`src/rtl/ad9866_cmd_arb_if.sv`:
```
// Bus bundle for the AD9866 register-write command arbiter.
// The slave modport is the arbiter; the master modport is the requester/SPI side.
interface ad9866_cmd_arb_if;
   logic [2:0]  req;
   logic [12:0] cmd0;
   logic [12:0] cmd1;
   logic [12:0] cmd2;
   logic [2:0]  gnt;
   logic        spi_start;
   logic [15:0] spi_data;
   logic        spi_busy;
   logic [2:0]  fifo_level;

   modport slave (
      input  req, cmd0, cmd1, cmd2, spi_busy,
      output gnt, spi_start, spi_data, fifo_level
   );

   modport master (
      output req, cmd0, cmd1, cmd2, spi_busy,
      input  gnt, spi_start, spi_data, fifo_level
   );
endinterface

```
`src/rtl/ad9866_cmd_arb.sv`:
```
// AD9866 register-write command arbiter.
// Three requesters are arbitrated round-robin into a small command FIFO; an
// issue FSM hands the head entry to the SPI shifter and pops it only once the
// shifter acknowledges by raising spi_busy (otherwise the head is retried).
// Optional build macro AD9866_CMD_COALESCE_EN: a command whose address matches
// a queued, unlocked entry overwrites that entry's data instead of appending.
module ad9866_cmd_arb #(
   parameter int NREQ  = 3,
   parameter int DEPTH = 4
) (
   input logic             clk_ad9866,
   input logic             rst_n,
   ad9866_cmd_arb_if.slave bus
);

   localparam int AW = $clog2(DEPTH);
   localparam int LW = $clog2(DEPTH + 1);
   localparam logic [LW-1:0] FULL_LVL = LW'(DEPTH);
   // Last WAIT_BUSY cycle index: eight cycles without spi_busy means the start was missed
   localparam logic [2:0] TMO_LAST = 3'd7;

   typedef enum logic [1:0] {IDLE, WAIT_BUSY, WAIT_DONE} state_t;

   logic [12:0]     r_mem [DEPTH];
   logic [AW-1:0]   r_rd;
   logic [AW-1:0]   r_wr;
   logic [LW-1:0]   r_level;
   logic [1:0]      r_rr;
   state_t          r_state;
   logic [2:0]      r_tmo;
   logic            r_start;
   logic [15:0]     r_data;

   logic [12:0]     w_cmd [NREQ];
   logic            w_full;
   logic            w_issue;
   logic            w_pop;
   logic            w_push;
   logic [NREQ-1:0] w_elig;
   logic [NREQ-1:0] w_gnt;
   logic [1:0]      w_gidx;
   logic            w_any;
   logic [2:0]      w_sum;
   logic [1:0]      w_j;
   logic [12:0]     w_cmd_sel;

   assign w_cmd[0]  = bus.cmd0;
   assign w_cmd[1]  = bus.cmd1;
   assign w_cmd[2]  = bus.cmd2;
   assign w_full    = (r_level == FULL_LVL);
   assign w_issue   = (r_state == IDLE) && (r_level != '0) && !bus.spi_busy;
   assign w_pop     = (r_state == WAIT_BUSY) && bus.spi_busy && (r_level != '0);
   assign w_cmd_sel = w_cmd[w_gidx];

`ifdef AD9866_CMD_COALESCE_EN
   logic            r_lock;
   logic            w_head_locked;
   logic [NREQ-1:0] w_hit;
   logic [AW-1:0]   w_hit_idx [NREQ];
   logic [AW-1:0]   w_off;
   logic            w_coal;
   logic [AW-1:0]   w_coal_idx;

   // The head being issued this cycle is treated as locked so its data cannot change under the SPI load
   assign w_head_locked = r_lock || w_issue;
   assign w_coal        = w_any && w_hit[w_gidx];
   assign w_coal_idx    = w_hit_idx[w_gidx];
   assign w_push        = w_any && !w_coal;

   // Find, per requester, a queued unlocked entry with the same register address
   always_comb begin
      w_off = '0;
      for (int k = 0; k < NREQ; k++) begin
         w_hit[k]     = 1'b0;
         w_hit_idx[k] = '0;
         for (int e = 0; e < DEPTH; e++) begin
            w_off = AW'(e) - r_rd;
            if ((LW'(w_off) < r_level) &&
                !(w_head_locked && (AW'(e) == r_rd)) &&
                (r_mem[e][12:8] == w_cmd[k][12:8])) begin
               w_hit[k]     = 1'b1;
               w_hit_idx[k] = AW'(e);
            end
         end
      end
   end

   // A requester may be served when there is room or when it will merge into an existing entry
   always_comb begin
      for (int k = 0; k < NREQ; k++)
         w_elig[k] = rst_n && bus.req[k] && (!w_full || w_hit[k]);
   end
`else
   assign w_push = w_any;

   // A requester may be served whenever the FIFO has room
   always_comb begin
      for (int k = 0; k < NREQ; k++)
         w_elig[k] = rst_n && bus.req[k] && !w_full;
   end
`endif

   // Round-robin pick: first eligible requester at or after r_rr
   always_comb begin
      w_gnt  = '0;
      w_gidx = '0;
      w_any  = 1'b0;
      w_sum  = '0;
      w_j    = '0;
      for (int i = 0; i < NREQ; i++) begin
         w_sum = {1'b0, r_rr} + 3'(i);
         if (w_sum >= 3'(NREQ))
            w_sum = w_sum - 3'(NREQ);
         w_j = w_sum[1:0];
         if (!w_any && w_elig[w_j]) begin
            w_gnt[w_j] = 1'b1;
            w_gidx     = w_j;
            w_any      = 1'b1;
         end
      end
   end

   // Command storage: append at the tail, or merge data into a matching entry
   always_ff @(posedge clk_ad9866) begin
      if (w_push)
         r_mem[r_wr] <= w_cmd_sel;
`ifdef AD9866_CMD_COALESCE_EN
      if (w_coal)
         r_mem[w_coal_idx][7:0] <= w_cmd_sel[7:0];
`endif
   end

   // FIFO pointers and occupancy; push and pop together leave the level unchanged
   always_ff @(posedge clk_ad9866) begin
      if (!rst_n) begin
         r_rd    <= '0;
         r_wr    <= '0;
         r_level <= '0;
      end else begin
         if (w_push)
            r_wr <= r_wr + AW'(1);
         if (w_pop)
            r_rd <= r_rd + AW'(1);
         case ({w_push, w_pop})
            2'b10:   r_level <= r_level + LW'(1);
            2'b01:   r_level <= r_level - LW'(1);
            default: r_level <= r_level;
         endcase
      end
   end

   // Round-robin pointer moves to the requester after the one just granted
   always_ff @(posedge clk_ad9866) begin
      if (!rst_n)
         r_rr <= '0;
      else if (w_any)
         r_rr <= (w_gidx == 2'(NREQ - 1)) ? 2'd0 : w_gidx + 2'd1;
   end

   // Issue FSM: start the head, pop on shifter acknowledge, retry on timeout
   always_ff @(posedge clk_ad9866) begin
      if (!rst_n) begin
         r_state <= IDLE;
         r_start <= 1'b0;
         r_data  <= 16'h0000;
         r_tmo   <= '0;
`ifdef AD9866_CMD_COALESCE_EN
         r_lock  <= 1'b0;
`endif
      end else begin
         r_start <= 1'b0;
         case (r_state)
            IDLE: begin
               if (w_issue) begin
                  r_start <= 1'b1;
                  r_data  <= {3'b000, r_mem[r_rd]};
                  r_tmo   <= '0;
                  r_state <= WAIT_BUSY;
`ifdef AD9866_CMD_COALESCE_EN
                  r_lock  <= 1'b1;
`endif
               end
            end
            WAIT_BUSY: begin
               if (bus.spi_busy) begin
                  r_state <= WAIT_DONE;
`ifdef AD9866_CMD_COALESCE_EN
                  r_lock  <= 1'b0;
`endif
               end else if (r_tmo == TMO_LAST) begin
                  r_state <= IDLE;
               end else begin
                  r_tmo <= r_tmo + 3'd1;
               end
            end
            WAIT_DONE: begin
               if (!bus.spi_busy)
                  r_state <= IDLE;
            end
            default: r_state <= IDLE;
         endcase
      end
   end

   assign bus.gnt        = w_gnt;
   assign bus.spi_start  = r_start;
   assign bus.spi_data   = r_data;
   assign bus.fifo_level = 3'(r_level);

endmodule

```
`src/flat_wrapper.sv`:
```
// flat-port wrapper written by rule: the top's interface ports become plain ports
module ad9866_cmd_arb_flat 
#(
   parameter int NREQ  = 3,
   parameter int DEPTH = 4
)
  (clk_ad9866, rst_n, bus_req, bus_cmd0, bus_cmd1, bus_cmd2, bus_spi_busy, bus_gnt, bus_spi_start, bus_spi_data, bus_fifo_level);
  ad9866_cmd_arb_if bus_i ();
  input logic clk_ad9866;
  input logic rst_n;
  input wire logic [$bits(bus_i.req)-1:0] bus_req;
  input wire logic [$bits(bus_i.cmd0)-1:0] bus_cmd0;
  input wire logic [$bits(bus_i.cmd1)-1:0] bus_cmd1;
  input wire logic [$bits(bus_i.cmd2)-1:0] bus_cmd2;
  input wire logic [$bits(bus_i.spi_busy)-1:0] bus_spi_busy;
  output wire logic [$bits(bus_i.gnt)-1:0] bus_gnt;
  output wire logic [$bits(bus_i.spi_start)-1:0] bus_spi_start;
  output wire logic [$bits(bus_i.spi_data)-1:0] bus_spi_data;
  output wire logic [$bits(bus_i.fifo_level)-1:0] bus_fifo_level;
  assign bus_i.req = bus_req;
  assign bus_i.cmd0 = bus_cmd0;
  assign bus_i.cmd1 = bus_cmd1;
  assign bus_i.cmd2 = bus_cmd2;
  assign bus_i.spi_busy = bus_spi_busy;
  assign bus_gnt = bus_i.gnt;
  assign bus_spi_start = bus_i.spi_start;
  assign bus_spi_data = bus_i.spi_data;
  assign bus_fifo_level = bus_i.fifo_level;
  ad9866_cmd_arb #(.NREQ(NREQ), .DEPTH(DEPTH)) u_core (.clk_ad9866(clk_ad9866), .rst_n(rst_n), .bus(bus_i));
endmodule
```
`config.mk`:
```
export PLATFORM = sky130hd
export DESIGN_NAME = ad9866_cmd_arb_flat
export DESIGN_NICKNAME = d
export VERILOG_FILES = /design/src/rtl/ad9866_cmd_arb_if.sv /design/src/rtl/ad9866_cmd_arb.sv /design/src/flat_wrapper.sv
export SDC_FILE = /design/constraint.sdc
export NUM_CORES = 1
export LEC_CHECK = 0
export ABC_AREA = 1
export BUFFER_PORTS_ARGS = -buffer_cell sky130_fd_sc_hd__clkbuf_2
export CAP_MARGIN = 25
export CORE_ASPECT_RATIO = 1.4
export CORE_UTILIZATION = 51
export CTS_CLUSTER_DIAMETER = 60
export DETAILED_ROUTE_END_ITERATION = 10
export GPL_ROUTABILITY_DRIVEN = 0
export PLACE_DENSITY = 0.77
export SYNTH_ARGS = -nofsm -noshare
export SYNTH_HDL_FRONTEND = slang
export SYNTH_SLANG_ARGS = --single-unit
```
`constraint.sdc`:
```
create_clock -name clk_ad9866 -period 2.5 [get_ports clk_ad9866]
set_input_delay 0.5 -clock clk_ad9866 [delete_from_list [all_inputs] [get_ports clk_ad9866]]
set_output_delay 0.5 -clock clk_ad9866 [all_outputs]
set_load 0.03 [all_outputs]
```
==> results.txt, run 1 <==
----------------------------------------------------
[Yosys]
  Gate Count Post-Synth ... 440
  Sequential element share of the synthesized area ... 0.520
  Ys Warns ... 0
  Distinct cells, synth ... 37
  Synthesized area divided by synthesized cell count ... 9.28 um2
  Syn Std Cell Area ... 4080 um2
  Flip-flop and latch count after synthesis ... 80

[Drt]
  Average vias per placed instance ... 5.08
  Antenna Violating Nets Remaining ... 0
  Total wire length after detailed routing ... 8.30 mm
  Total iterations of the first detailed-routing run ... 4
  Number of DRC violations after detailed routing ... 0
  Starting DRC count in detailed routing ... 172
  DR WL/cell ... 13.2 um
  Total via count after detailed routing ... 3202

[Floorplanning]
  Initial cell density of the core ... 0.527
  Overall die height ... 108 um
  Std-Cell Rows ... 38
  Core box area ... 7750 um2
  IO Count ... 68
  Die area ... 8370 um2
  Horizontal extent of the die ... 77.6 um

[Worst hold path]
  Class of the most critical hold timing path ... in -> reg
  Hold path startpoint ... bus_spi_busy

[Final layout]
  Most common cell after layout, fill and taps aside ... sky130_fd_sc_hd__nor2_1
  Area growth from synthesis to final layout ... 19.9%
  Finished Layout Cells ... 630
  Fraction of final layout cells sized beyond drive strength 1 ... 0.355
  Most used cells in the layout excluding fill and tap cells ... sky130_fd_sc_hd__nor2_1, sky130_fd_sc_hd__clkbuf_2, sky130_fd_sc_hd__edfxtp_1
  Diode count ... 0
  Nets ... 582

[Setup path]
  Startpoint type of the worst setup path ... flip-flop
  Origin of the critical flop-to-flop path ... u_core.r_rr[0]
  CP peak stage delay ... 0.37 ns
  Cell family with most CP delay ... compound AO/OA/AOI/OAI gates
  Crit path from ... u_core.r_rr[1]
  Worst endpoint required time ... 2.00 ns
  Worst-path fanout max ... 5
  Kind of capture point of the worst setup path ... output port
  Kind of critical path ... reg -> out
  Standard cell with the maximum stage delay on the critical path ... sky130_fd_sc_hd__dfxtp_4
  Buf/Inv on CP ... 3
  Data arrival time of the critical path ... 1.96 ns
  Cell breakdown of the critical path ... inv_4 -> ha_4 -> inv_4 -> nand3_2 -> nand2_2 -> a21oi_4 -> nand3_2 -> nand2_2 -> o21bai_1 -> buf_4

[Timing]
  Number of pins with negative max-slew slack in the final report ... 0
  RSZ-0062 raised after global routing ... true
  Number of failing setup endpoints in the final timing report ... 0
  Slew @ Worst Pin ... 0.724 ns
  Highest achievable clock rate ... 407 MHz
  Setup_tns ... 0 ns
  Setup WS post-layout ... 0.0421 ns
  Time the worst path needs with I/O delays and setup ... 2.46 ns
  Post-route clock period utilization ... 0.983
  Normalized max-slew margin ... 0.517
  Worst Skew ... 0.00452 ns
  Hold WS ... 0.414 ns
  Fin. Hold Viols ... 0

[Pwr]
  Part of the power in combinational logic ... 0.473
  Sequential cell fraction of total power ... 0.385
  Internal power ... 0.00355 W
  Worst vdd ir ... 0.750 mV
  Leak pwr ... 2.19 nW
  Clock Power Share ... 0.143
  PD cells ... 1230 nW/um2
  Switching Power ... 0.00248 W
  Sw Ratio ... 0.411

[Global routing]
  Global-route wire length before repair ... 13.4 mm
  Vias in the first global route ... 2945
  Remaining global-route overflow ... 0
  GRT Total Usage ... 0.210
  Pin count of the biggest net entering global routing ... 29
  Antenna violations before repair ... 0

[Place]
  Setup slack at placement ... -0.0995 ns
  Count of buffers inserted at the top-level ports ... 64
  Post-DP HPWL ... 5.73 mm
  Number of placed cells counting well taps ... 602

[Clocking]
  Number of buffers created by CTS ... 9
  Buffer levels on the longest clock path ... 2
  Clock latency at the later pin of the worst-skew pair ... 0.35 ns
  Clock tree sinks ... 80
  CTS tree ... done
  Root cell of the clock tree ... sky130_fd_sc_hd__clkbuf_8
  Clock transition at the registers of the reported paths ... 0.08 ns
  Cts-stage hold buffer count ... 0
  Clock H-tree levels ... 3

[Status]
  Outcome ... finished, final reports clean

[Job]
  Max Cap Violations ... 0

----------------------------------------------------
[state kept, by name, indices dropped and copies added (netlist names)]
register,cells
u_core.r_mem,52
u_core.r_tmo,3
u_core.r_rd,2
u_core.r_rr,2
u_core.bus.spi_data,13
u_core.bus.spi_start,1
u_core.r_wr,2
u_core.r_state,2
u_core.bus.fifo_level,3
[layer usage]
layer,global-route usage,part of all wire,up-vias
li1,-,-,1619
met1,0.240,0.42,1469
met2,0.367,0.51,97
met3,0.0466,0.048,17
met4,0.101,0.026,0
met5,0,0,-
[worst reg2reg max path, stage by stage (launching register included)]
cell and delay [ns]:
sky130_fd_sc_hd__dfxtp_4 0.38, sky130_fd_sc_hd__inv_2 0.06, sky130_fd_sc_hd__ha_4 0.29, sky130_fd_sc_hd__inv_4 0.04, sky130_fd_sc_hd__nand4_1 0.15, sky130_fd_sc_hd__nand2_4 0.07, sky130_fd_sc_hd__buf_6 0.13, sky130_fd_sc_hd__nand3_2 0.07
sky130_fd_sc_hd__nand2_2 0.06, sky130_fd_sc_hd__buf_4 0.13, sky130_fd_sc_hd__buf_4 0.13, sky130_fd_sc_hd__nor2_4 0.22, sky130_fd_sc_hd__inv_4 0.14, sky130_fd_sc_hd__nand2_1 0.08, sky130_fd_sc_hd__nand2_1 0.14
[Yosys cell counts (all sizes together)]
library cell	count	area, um2
o21bai	1	7.51
o21ai	50	250
o221ai	1	8.76
a21oi	11	66.3
clkinv	3	11.3
nor2	69	284
nand3	37	265
nand4	3	33.8
inv	57	216
dfxtp	28	561
conb	1	3.75
fa	1	20.0
a211oi	1	7.51
edfxtp	52	1560
o211ai	1	7.51
ha	11	138
clkbuf	11	41.3
and3	1	6.26
a31oi	13	81.3
nor3	1	5.00
buf	9	85.1
nand2	78	423
[per-stage QoR]
stage,area (um2),util,power [W]
global route,4900,0.632,0.00644
floorplan,4100,-,0.00433
detailed placement,4560,0.588,0.00497
CTS,4810,0.620,0.00591
global placement,4560,0.588,0.00484
finish,4900,0.632,0.00603
[kinds of logic after synthesis]
group / after synthesis / share of synthesized area
simple gates: 189 / 0.249
buf+inv: 80 / 0.0867
other cells: 1 / 0.000918
flops: 80 / 0.520
fa+ha+maj: 12 / 0.0386
compound gates: 78 / 0.105
[power groups by stage]
stage / clock (W) / sequential, W / combinational [W]
floorplan: 0 / 0.00249 / 0.00184
global placement: 0 / 0.00232 / 0.00251
detailed placement: 0 / 0.00234 / 0.00263
finish: 0.000860 / 0.00232 / 0.00285
global route: 0.000930 / 0.00237 / 0.00314
CTS: 0.000873 / 0.00232 / 0.00272
[area by class of cell]
type	instances	area [um2]
fillers	635	2850
flip-flops and latches	80	2130
multi-input cells	282	1660
repair buffers	92	558
inverters	60	239
clock buffers	11	151
well taps	100	125
clock inverters	5	31.3
[repair_timing]
item                       CTS  global route
setup endpoints to repair    4             5
hold endpoints to repair     0             0
gates resized for setup     13            17
pin swaps                    5            13
setup buffers                4             8
[path summary, 6_finish.rpt]
path | slack (ns) | end | cells past startpoint
setup reg to reg | 0.13 | u_core.r_mem[1][1] | 14
hold / removal | 0.41 | u_core.r_state[1] | 3
setup / recovery | 0.04 | bus_gnt[1] | 10
hold reg to reg | 0.47 | u_core.r_tmo[0] | 1
Note: power is estimated with default switching activity, not from simulation.
==> run 2, diff against run 1 <==
==> constraint.sdc (replaced) <==
create_clock -name clk_ad9866 -period 2.5 [get_ports clk_ad9866]
set_input_delay 0.25 -clock clk_ad9866 [delete_from_list [all_inputs] [get_ports clk_ad9866]]
set_output_delay 0.25 -clock clk_ad9866 [all_outputs]
set_load 0.03 [all_outputs]
==> results.txt, run 2 (same netlist as run 1, synthesis figures left out) <==
----------------------------------------------------
[Clocking]
  Clock latency at the later pin of the worst-skew pair ... 0.35 ns (about the same)
  Buffer levels on the longest clock path ... 2 (unchanged)
  Clock H-tree levels ... 3 (unchanged)
  Root cell of the clock tree ... sky130_fd_sc_hd__clkbuf_8 (unchanged)
  Number of buffers created by CTS ... 9 (unchanged)
  Clock tree sinks ... 80 (unchanged)
  Clock transition at the registers of the reported paths ... 0.07 ns (was 0.08 ns)
  Cts-stage hold buffer count ... 0 (unchanged)
  CTS tree ... done (unchanged)

[Setup path]
  Worst-path fanout max ... 5 (unchanged)
  Origin of the critical flop-to-flop path ... u_core.r_rr[1] (was u_core.r_rr[0])
  Worst r2r dst ... u_core.bus.fifo_level[2] (was u_core.r_mem[1][1])
  Register-to-Register Setup Slack ... 0.13 ns (about the same)
  Startpoint type of the worst setup path ... flip-flop (unchanged)
  Buf/Inv on CP ... 5 (was 3)
  Data arrival time of the critical path ... 2.60 ns (was 1.96 ns)
  Logic depth of the worst register-to-register path ... 17 (was 14)
  Kind of capture point of the worst setup path ... flip-flop (was output port)
  Cell family with most CP delay ... adder cells (was compound AO/OA/AOI/OAI gates)
  Cell seen most often among critical-path stages ... sky130_fd_sc_hd__inv_2
  CP peak stage delay ... 0.37 ns (about the same)
  Worst endpoint required time ... 2.74 ns (was 2.00 ns)
  Kind of critical path ... reg -> reg (was reg -> out)
  Cell breakdown of the critical path ... inv_2 -> ha_4 -> inv_2 -> nand2_1 -> nor2_4 -> inv_2 -> nand2_2 -> nor2_4 -> nand3_2 -> inv_2 -> ha_4 -> inv_2 -> fa_2 -> a21oi_2 -> o21ai_2 -> o21ai_2 -> a21oi_1 (was inv_4 -> ha_4 -> inv_4 -> nand3_2 -> nand2_2 -> a21oi_4 -> nand3_2 -> nand2_2 -> o21bai_1 -> buf_4)
  Standard cell with the maximum stage delay on the critical path ... sky130_fd_sc_hd__fa_2 (was sky130_fd_sc_hd__dfxtp_4)

[Drt]
  DR WL/cell ... 13.2 um (about the same)
  Average vias per placed instance ... 4.98 (was 5.08)
  Total iterations of the first detailed-routing run ... 4 (unchanged)
  Number of DRC violations after detailed routing ... 0 (unchanged)
  Starting DRC count in detailed routing ... 189 (was 172)
  Antenna Violating Nets Remaining ... 0 (unchanged)
  Total wire length after detailed routing ... 8.18 mm (was 8.30 mm)
  Total via count after detailed routing ... 3085 (was 3202)

[Global routing]
  Pin count of the biggest net entering global routing ... 29 (unchanged)
  Vias in the first global route ... 2963 (was 2945)
  GRT Total Usage ... 0.204 (was 0.210)
  Global-route wire length before repair ... 13.1 mm (was 13.4 mm)
  Antenna violations before repair ... 0 (unchanged)
  Remaining global-route overflow ... 0 (unchanged)

[Final layout]
  Flip-flop count of the largest register, all copies and words added ... 52 (unchanged)
  Top reg by flops ... u_core.r_mem (unchanged)
  Nets ... 571 (was 582)
  Fraction of final layout cells sized beyond drive strength 1 ... 0.341 (was 0.355)
  Most used cells in the layout excluding fill and tap cells ... sky130_fd_sc_hd__nor2_1, sky130_fd_sc_hd__clkbuf_2, sky130_fd_sc_hd__edfxtp_1 (unchanged)
  Finished Layout Cells ... 619 (was 630)
  Diode count ... 0 (unchanged)
  Area growth from synthesis to final layout ... 17.1% (was 19.9%)

[Pwr]
  PD cells ... 1220 nW/um2 (was 1230 nW/um2)
  Leak pwr ... 2.13 nW (was 2.19 nW)
  Sequential cell fraction of total power ... 0.399 (was 0.385)
  Clock Power Share ... 0.143 (about the same)
  Internal power ... 0.00343 W (was 0.00355 W)
  Worst vdd ir ... 0.816 mV (was 0.750 mV)
  Sw Ratio ... 0.412 (was 0.411)
  Switching Power ... 0.00241 W (was 0.00248 W)
  Overall power consumption ... 0.00583 W (was 0.00603 W)
  Part of the power in combinational logic ... 0.458 (was 0.473)

[Floorplanning]
  Overall die height ... 108 um (unchanged)
  Horizontal extent of the die ... 77.6 um (unchanged)
  Std-Cell Rows ... 38 (unchanged)
  IO Count ... 68 (unchanged)
  Initial cell density of the core ... 0.527 (unchanged)
  Core box area ... 7750 um2 (unchanged)
  Die area ... 8370 um2 (unchanged)

[Worst hold path]
  Hold Crit Endpoint ... u_core.r_state[1] (unchanged)
  Class of the most critical hold timing path ... in -> reg (unchanged)
  Worst hold path depth ... 3 (unchanged)
  Hold path startpoint ... bus_spi_busy (unchanged)

[Timing]
  Time the worst path needs with I/O delays and setup ... 2.37 ns (was 2.46 ns)
  Post-route clock period utilization ... 0.946 (was 0.983)
  Normalized max-slew margin ... 0.556 (was 0.517)
  Highest achievable clock rate ... 423 MHz (was 407 MHz)
  Fin. Hold Viols ... 0 (unchanged)
  Number of pins with negative max-slew slack in the final report ... 0 (unchanged)
  Worst Skew ... 0.00786 ns (was 0.00452 ns)
  Slew @ Worst Pin ... 0.666 ns (was 0.724 ns)
  Number of failing setup endpoints in the final timing report ... 0 (unchanged)

[Status]
  Outcome ... finished, final reports clean (unchanged)

[Place]
  Number of placed cells counting well taps ... 600 (was 602)
  Count of buffers inserted at the top-level ports ... 64 (unchanged)
  Post-DP HPWL ... 5.79 mm (was 5.73 mm)

[Job]
  Max Cap Violations ... 0 (unchanged)

----------------------------------------------------
## run 2: worst max-delay path by stage
stage / start / end / slack, ns / cells past startpoint
floorplan: u_core.r_rr[1] / u_core.bus.fifo_level[2] / 0.006 / 17
finish: u_core.r_rr[1] / u_core.bus.fifo_level[2] / 0.13 / 17
global placement: u_core.r_rr[1] / u_core.bus.fifo_level[2] / 0.04 / 17
CTS: u_core.r_rr[0] / u_core.bus.fifo_level[2] / 0.01 / 15
global route: u_core.r_rr[1] / u_core.bus.fifo_level[2] / -0.01 / 17
detailed placement: u_core.r_rr[1] / u_core.bus.fifo_level[2] / -0.13 / 17
## run 2: cell type report
type | instances | area, um2
Multi-Input combinational cell | 282 | 1680
Sequential cell | 80 | 2130
Tap cell | 100 | 125
Fill cell | 658 | 2970
Clock inverter | 3 | 17.5
Clock buffer | 13 | 159
Inverter | 60 | 230
Timing Repair Buffer | 81 | 448
## run 2: power by group through the flow
| stage | sequential, W | combinational [W] | clock, W |
|---|---|---|---|
| 2_1_floorplan | 0.00249 | 0.00184 | 0 |
| 3_3_place_gp | 0.00232 | 0.00245 | 0 |
| 3_5_place_dp | 0.00234 | 0.00256 | 0 |
| 4_1_cts | 0.00232 | 0.00259 | 0.000853 |
| 5_1_grt | 0.00236 | 0.00295 | 0.000913 |
| 6_report | 0.00233 | 0.00267 | 0.000835 |
## run 2: worst register-to-register path: cells and delay by family, from the launching register on
kind                     cells  cell delay [ns]
flip-flops                   1             0.35
adder cells (fa/ha/maj)      3             0.68
AND/OR/NAND/NOR              5             0.44
AO/OA/AOI/OAI                4             0.40
buffers and inverters        5             0.39
## run 2: what timing repair did
action                                  in CTS  in global routing
pin swaps                                    3                  7
setup buffers                                1                  2
resized for setup                            9                 13
endpoints found under the setup margin       2                 11
## run 2: metal layers
metal  track usage  share of wire  vias up
met5             0              0        -
met4        0.0916          0.022        0
met3        0.0458          0.050       13
met2         0.379           0.53       90
met1         0.217           0.40     1387
li1              -              -     1595
## run 2: stage by stage
step / setup slack [ns] / utilization / TNS, ns / hold slack (ns) / cell area, um2
finish: 0.135 / 0.617 / 0 / 0.154 / 4780
global route: -0.0104 / 0.617 / -0.0111 / 0.160 / 4780
CTS: 0.0109 / 0.611 / 0 / 0.139 / 4730
detailed placement: -0.133 / 0.584 / -0.133 / 0.462 / 4530
global placement: 0.0398 / 0.584 / 0 / 0.448 / 4530
floorplan: 0.00622 / - / 0 / 0.388 / 4100
